[src/rtl/zbuf_pkg.sv]
// Shared types and helpers for the z-buffer depth-test stage.
// Fragments are packed MSB to LSB as {x, y, z, color}.
package zbuf_pkg;

    typedef enum logic [2:0] {
        IDLE,
        CLEAR,
        REQ,
        WAIT_ACK,
        TEST
    } state_t;

    localparam int MAX_FRAG_W = 64;
    typedef logic [MAX_FRAG_W-1:0] frag_bus_t;

    // Far-plane depth; slice down to the depth width in use.
    localparam frag_bus_t Z_FAR = '1;

    function automatic int frag_width(int xb, int yb, int zb, int cb);
        return xb + yb + zb + cb;
    endfunction

    function automatic int addr_width(int xb, int yb);
        return xb + yb;
    endfunction

    function automatic frag_bus_t low_mask(int n);
        return (frag_bus_t'(1) << n) - frag_bus_t'(1);
    endfunction

    function automatic frag_bus_t frag_x(frag_bus_t f, int xb, int yb, int zb, int cb);
        return (f >> (yb + zb + cb)) & low_mask(xb);
    endfunction

    function automatic frag_bus_t frag_y(frag_bus_t f, int yb, int zb, int cb);
        return (f >> (zb + cb)) & low_mask(yb);
    endfunction

    function automatic frag_bus_t frag_z(frag_bus_t f, int zb, int cb);
        return (f >> cb) & low_mask(zb);
    endfunction

    function automatic frag_bus_t frag_color(frag_bus_t f, int cb);
        return f & low_mask(cb);
    endfunction

endpackage

[src/rtl/zbuffer_test_stage_depth_ram.sv]
// Depth storage: one synchronous write port, one asynchronous read port, no reset.
module depth_ram #(
    parameter int A_BITS = 8,
    parameter int Z_BITS = 8
) (
    input  logic              clk,
    input  logic              we,
    input  logic [A_BITS-1:0] waddr,
    input  logic [Z_BITS-1:0] wdata,
    input  logic [A_BITS-1:0] raddr,
    output logic [Z_BITS-1:0] rdata
);

    logic [Z_BITS-1:0] mem [2**A_BITS];

    always_ff @(posedge clk) begin
        if (we) mem[waddr] <= wdata;
    end

    assign rdata = mem[raddr];

endmodule

[src/rtl/zbuffer_test_stage.sv]
// Depth-test stage: pops fragments from the pixel fifo, tests them against
// the depth memory, writes passing fragments to the framebuffer, owns clears.
module zbuffer_test_stage
    import zbuf_pkg::*;
#(
    parameter int X_BITS     = 4,
    parameter int Y_BITS     = 4,
    parameter int Z_BITS     = 8,
    parameter int COLOR_BITS = 8,
    parameter int FILL_BITS  = 8,
    parameter logic [COLOR_BITS-1:0] BG_COLOR = '0,
    localparam int FRAG_W = frag_width(X_BITS, Y_BITS, Z_BITS, COLOR_BITS),
    localparam int A_BITS = addr_width(X_BITS, Y_BITS)
) (
    input  logic                  clk,
    input  logic                  reset,
    input  logic [FRAG_W-1:0]     frag_in,
    input  logic                  frag_ack,
    input  logic [FILL_BITS-1:0]  fifo_fill,
    output logic                  frag_req,
    input  logic                  clear_start,
    output logic                  fb_we,
    output logic [A_BITS-1:0]     fb_addr,
    output logic [COLOR_BITS-1:0] fb_color,
    output logic                  busy,
    output logic                  clear_done,
    output logic [15:0]           pass_count,
    output logic [15:0]           fail_count
);

    state_t              state, state_nx;
    logic [A_BITS-1:0]   sweep_addr;
    logic                pending;
    logic [FRAG_W-1:0]   frag_q;
    logic [X_BITS-1:0]   fx;
    logic [Y_BITS-1:0]   fy;
    logic [Z_BITS-1:0]   fz;
    logic [COLOR_BITS-1:0] fc;
    logic [A_BITS-1:0]   faddr;
    logic [Z_BITS-1:0]   stored_z;
    logic                pass;
    logic                sweep_last;
    logic                ram_we;
    logic [A_BITS-1:0]   ram_waddr;
    logic [Z_BITS-1:0]   ram_wdata;

    assign fx    = X_BITS'(frag_x(frag_bus_t'(frag_q), X_BITS, Y_BITS, Z_BITS, COLOR_BITS));
    assign fy    = Y_BITS'(frag_y(frag_bus_t'(frag_q), Y_BITS, Z_BITS, COLOR_BITS));
    assign fz    = Z_BITS'(frag_z(frag_bus_t'(frag_q), Z_BITS, COLOR_BITS));
    assign fc    = COLOR_BITS'(frag_color(frag_bus_t'(frag_q), COLOR_BITS));
    assign faddr = {fy, fx};
    assign pass  = fz < stored_z;
    assign sweep_last = (sweep_addr == '1);

    depth_ram #(.A_BITS(A_BITS), .Z_BITS(Z_BITS)) u_depth (
        .clk   (clk),
        .we    (ram_we),
        .waddr (ram_waddr),
        .wdata (ram_wdata),
        .raddr (faddr),
        .rdata (stored_z)
    );

    always_ff @(posedge clk) begin
        if (reset) state <= CLEAR;
        else       state <= state_nx;
    end

    always_comb begin
        state_nx = state;
        unique case (state)
            IDLE: begin
                if (clear_start || pending) state_nx = CLEAR;
                else if (fifo_fill != '0)   state_nx = REQ;
            end
            CLEAR:    if (sweep_last) state_nx = IDLE;
            REQ:      state_nx = WAIT_ACK;
            WAIT_ACK: if (frag_ack) state_nx = TEST;
            TEST:     state_nx = IDLE;
            default:  state_nx = CLEAR;
        endcase
    end

    always_comb begin
        frag_req   = 1'b0;
        fb_we      = 1'b0;
        fb_addr    = '0;
        fb_color   = '0;
        clear_done = 1'b0;
        // Strobes stay quiet while reset is held so the sweep is counted from its release.
        if (!reset) begin
            unique case (state)
                REQ: frag_req = 1'b1;
                CLEAR: begin
                    fb_we      = 1'b1;
                    fb_addr    = sweep_addr;
                    fb_color   = BG_COLOR;
                    clear_done = sweep_last;
                end
                TEST: begin
                    if (pass) begin
                        fb_we    = 1'b1;
                        fb_addr  = faddr;
                        fb_color = fc;
                    end
                end
                default: ;
            endcase
        end
        busy      = (state != IDLE);
        ram_we    = fb_we;
        ram_waddr = fb_addr;
        ram_wdata = (state == CLEAR) ? Z_FAR[Z_BITS-1:0] : fz;
    end

    always_ff @(posedge clk) begin
        if (reset) begin
            sweep_addr <= '0;
            pending    <= 1'b0;
            frag_q     <= '0;
            pass_count <= '0;
            fail_count <= '0;
        end else begin
            if (state == CLEAR) sweep_addr <= sweep_addr + 1'b1;
            // Pending is consumed when a sweep starts, so a request mid-sweep earns another sweep.
            if (state == IDLE)     pending <= 1'b0;
            else if (clear_start)  pending <= 1'b1;
            if (state == WAIT_ACK && frag_ack) frag_q <= frag_in;
            if (state == TEST) begin
                if (pass) pass_count <= pass_count + 16'd1;
                else      fail_count <= fail_count + 16'd1;
            end
        end
    end

endmodule
[config.mk]
export PLATFORM = sky130hd
export DESIGN_NAME = zbuffer_test_stage
export DESIGN_NICKNAME = d
export VERILOG_FILES = /design/src/rtl/zbuf_pkg.sv /design/src/rtl/zbuffer_test_stage_depth_ram.sv /design/src/rtl/zbuffer_test_stage.sv
export SDC_FILE = /design/constraint.sdc
export NUM_CORES = 2
export LEC_CHECK = 0
export CORE_UTILIZATION = 60
export DETAILED_ROUTE_END_ITERATION = 16
export PLACE_DENSITY = 0.77
export SYNTH_ARGS = -nofsm -noshare
export SYNTH_HDL_FRONTEND = slang
export SYNTH_SLANG_ARGS = --single-unit
[constraint.sdc]
create_clock -name clk -period 8.7 [get_ports clk]
set_input_delay 2.175 -clock clk [delete_from_list [all_inputs] [get_ports clk]]
set_output_delay 2.175 -clock clk [all_outputs]
set_load 0.02 [all_outputs]
==> flow_metrics.py <==
metrics = {
    "pwr": {
        "p_leak_nw": 25.16,
        "power_density_mw_per_mm2": 209.5,
        "vdd_drop_max_mv": 0.2012,
    },
    "finish": {
        "fin_area_mm2": 0.09370,
        "multi_input_area_mm2": 0.01916,
        "drive_gt1_share_pct": 28.07,
        "n_fill_cell": 8001,
        "seq_area_mm2": 0.06304,
        "syn2layout_area_growth_pct": 12.55,
        "layout_common_cells": "edfxtp_1 (2,048), mux4_2 (651), nor2_1 (310), clkbuf_16 (210), buf_4 (103)",
        "final_common_cell": "edfxtp_1",
        "nNetsFinal": 4053,
    },
    "synth": {
        "synth_xor_area_share_pct": 0.2525,
        "synthArstFlopShare_pct": 0,
        "ys.warnings.count": 0,
        "synthAdderAreaFrac_pct": 0.1503,
        "syn-mean-instance-area_um2": 22.06,
        "synthCells": 3774,
        "netlist_top_cells_area": "edfxtp_1 (74%), mux4_2 (18%), dfxtp_1 (1.8%), nor2_1 (1.4%), buf_2 (0.76%)",
        "ys.flop_type": "edfxtp_1",
        "muxShareOfSynthArea_pct": 18.01,
        "syn_nets": 3820,
        "synth_area_mm2": 0.08325,
        "ys_ff_latch": 2124,
        "ys_types": 71,
        "synth-compound-area-share_pct": 1.100,
        "synth_area_leader_cell": "edfxtp_1",
        "synth_top_area_share_pct": 73.87,
        "yosys.area_share.simple_pct": 3.338,
        "synth_edf_count": 2048,
        "yosysSeqAreaShare_pct": 75.70,
        "synth_top_family_by_area": "multiplexers",
    },
    "die": {
        "fp.dieW_um": 374.5,
        "ioPinCount": 88,
        "initial_core_util_pct": 60.55,
        "core-area_mm2": 0.1375,
        "die_y_um": 374.5,
        "die_area_mm2": 0.1402,
        "num_rows": 136,
    },
    "routing": {
        "firstDrtPassIters": 6,
        "wl_um": 209600,
        "wl_per_cell_um": 35.13,
        "ant_nets": 0,
        "drt-initial-drc-count": 6563,
        "route.vias.total": 42060,
        "via_per_inst": 7.049,
        "drcViolationCount": 0,
    },
    "grt": {
        "track_usage_pct": 30.11,
        "grt_remaining_overflow": 0,
        "grt_max_degree": 249,
        "antenna_found_initial": 7,
        "grt_pass1_vias": 41076,
        "grt_pass1_wl_um": 299100,
    },
    "cts": {
        "cts.sinks": 2124,
        "cts_tree": "done",
        "cts_max_level": 4,
        "cts_buffer_depth": 3,
        "numCtsBuffers": 200,
        "clk_pin_slew_worst_paths_ps": 60,
        "cts-root-buf": "clkbuf_16",
        "clock_latency_ps": 850,
    },
    "placed_design": {
        "placed_cell_area_mm2": 0.08660,
        "dp_hpwl_um": 117600,
        "io_buffers": 87,
        "gp_congestion": 0.8726,
        "place_ws_ps": 229.6,
    },
    "run": {
        "drv_cap": 0,
    },
    "worst_setup_path": {
        "critPathMaxStageDelay_ps": 590,
        "crit_type": "register to output pin",
        "required_ps": 6530,
        "rr_worst_depth": 22,
        "cp_top_family": "multiplexers",
        "arrival_ps": 6560,
        "cp_slowest_cell": "mux4_2",
        "crit_cells": 19,
        "path_cells": "buf_12 > buf_16 > buf_12 > mux4_2 > mux4_2 > mux4_2 > mux4_2 > inv_1 > ha_1 > nor2_1 > a211oi_2 > buf_4 > nand3_1 > a211o_4 > buf_4 > nand4_4 > o21ai_0 > and2_1 > dlygate4sd2_1",
        "crit_top_cell": "mux4_2",
        "end_kind": "output pin",
        "start_kind": "register",
        "worst-path-buf-inv": 7,
        "crit_fanout": 15,
    },
    "timing": {
        "slew_viol_final": 0,
        "rsz0062_at_grt": "true",
        "fin_worst_skew_ps": 34.12,
        "slew_headroom_pct": 9.816,
        "fin_ws_ps": -35.69,
        "period_share_pct": 100.4,
        "worstMarginPinSlew_ps": 1353,
        "fin_crit_ps": 8736,
        "fmax_ghz": 0.1145,
        "setup_viol": 4,
        "hold_violations": 0,
    },
    "worst_hold_path": {
        "hold_depth": 2,
        "hold_class": "register to register",
    },
    "outcome": {
        "violations": "negative setup slack",
        "status": "finished, violations left",
    },
}
final cells by class:
cell class | instances | area share (%)
Multi-Input combinational cell | 1405 | 20.44
Antenna cell | 2 | 0.005341
Clock buffer | 262 | 5.755
Tap cell | 1794 | 2.396
Clock inverter | 104 | 0.9654
Inverter | 29 | 0.1162
Sequential cell | 2124 | 67.28
Timing Repair Buffer | 247 | 3.040
final timing paths:
path                                  to  slack, ps                   start
min               frag_q[1]$_SDFFE_PP0P_        450  frag_q[1]$_SDFFE_PP0P_
min reg2reg       frag_q[1]$_SDFFE_PP0P_        450  frag_q[1]$_SDFFE_PP0P_
max                           fb_addr[2]        -40                register
max reg2reg  u_depth.mem[4][6]$_DFFE_PP_        540                register
sequential cells by signal (all words and copies together) (netlist names), named ones only:
| name | cells |
|---|---|
| sweep_addr | 8 |
| pending | 1 |
| u_depth.mem | 2048 |
| frag_q | 24 |
| pass_count | 16 |
| state | 3 |
| fail_count | 16 |
metrics by stage:
stage	TNS, ps	utilization [%]	hold WS, ps	total power [mW]	std cells
after CTS	0	67.92	451.8	19.63	5936
after global routing	-194.5	68.15	473.4	20.02	5965
final	-82.82	68.15	448.8	19.63	5967
after global placement	0	62.99	439.6	11.34	5544
after floorplan	0	-	431.7	11.29	3774
after detailed placement	0	62.99	444.1	11.34	5544
power breakdown:
part / internal (mW) / switching [mW] / total, mW
sequential: 11.0 / 0.00312 / 11.0
clock: 4.75 / 3.76 / 8.51
combinational: 0.0259 / 0.0574 / 0.0834
total: 15.8 / 3.82 / 19.6
synth_stat cells, types with 3 or more instances:
library cell and count:
clkbuf_1 58, a211oi_1 3, and2_1 20, nand3_2 4, nor2b_1 15, xor2_1 7
mux2_2 7, buf_2 126, nor2_1 311, xnor2_1 17, inv_1 29, buf_1 13
buf_4 9, or3_1 7, o21a_2 3, and3_1 10, mux4_2 651, edfxtp_1 2048
dfxtp_1 76, nand4_2 6, mux2i_1 23, a2111oi_0 3, nor3_1 16, nor4_1 12
o32ai_2 4, nand4_4 15, a31o_2 4, nand3_1 28, nand2_1 86, nand2b_1 12
nand4_1 14, o21ai_4 4, a22oi_1 9, a21o_1 3, o21a_1 3, a21oi_1 42
buf_6 9, ha_1 10, o21ai_0 19
per-layer routing:
layer | vias up | routed length [um] | global-route usage (%)
met4 | 8 | 9595 | 12.20
met5 | - | 55 | 0
met1 | 21869 | 74650 | 41.97
met2 | 3354 | 101500 | 47.31
li1 | 16284 | - | -
met3 | 545 | 23770 | 6.319
logic make-up (layout without fill, tap and decap cells):
| logic type | count (synthesis) | after routing |
|---|---|---|
| compound gates | 124 | 124 |
| xor+xnor | 24 | 24 |
| fa+ha+maj | 10 | 10 |
| buf+inv | 246 | 642 |
| flops | 2124 | 2124 |
| mux | 682 | 682 |
| other cells | 0 | 2 |
| simple gates | 564 | 565 |
what timing repair did:
item                       CTS  global route
buffers inserted            19            25
setup endpoints to repair   17            17
gates resized for setup     42            23
hold buffers                 0             0
gates cloned                 7             4
pin swaps                    4             4
tightest hold or removal path, delay by kind of cell (launching register included):
| family | cells | cell delay [ps] |
|---|---|---|
| simple gates | 1 | 50 |
| flops | 1 | 300 |
| compound gates | 1 | 50 |
(Power assumes the default switching activity.)
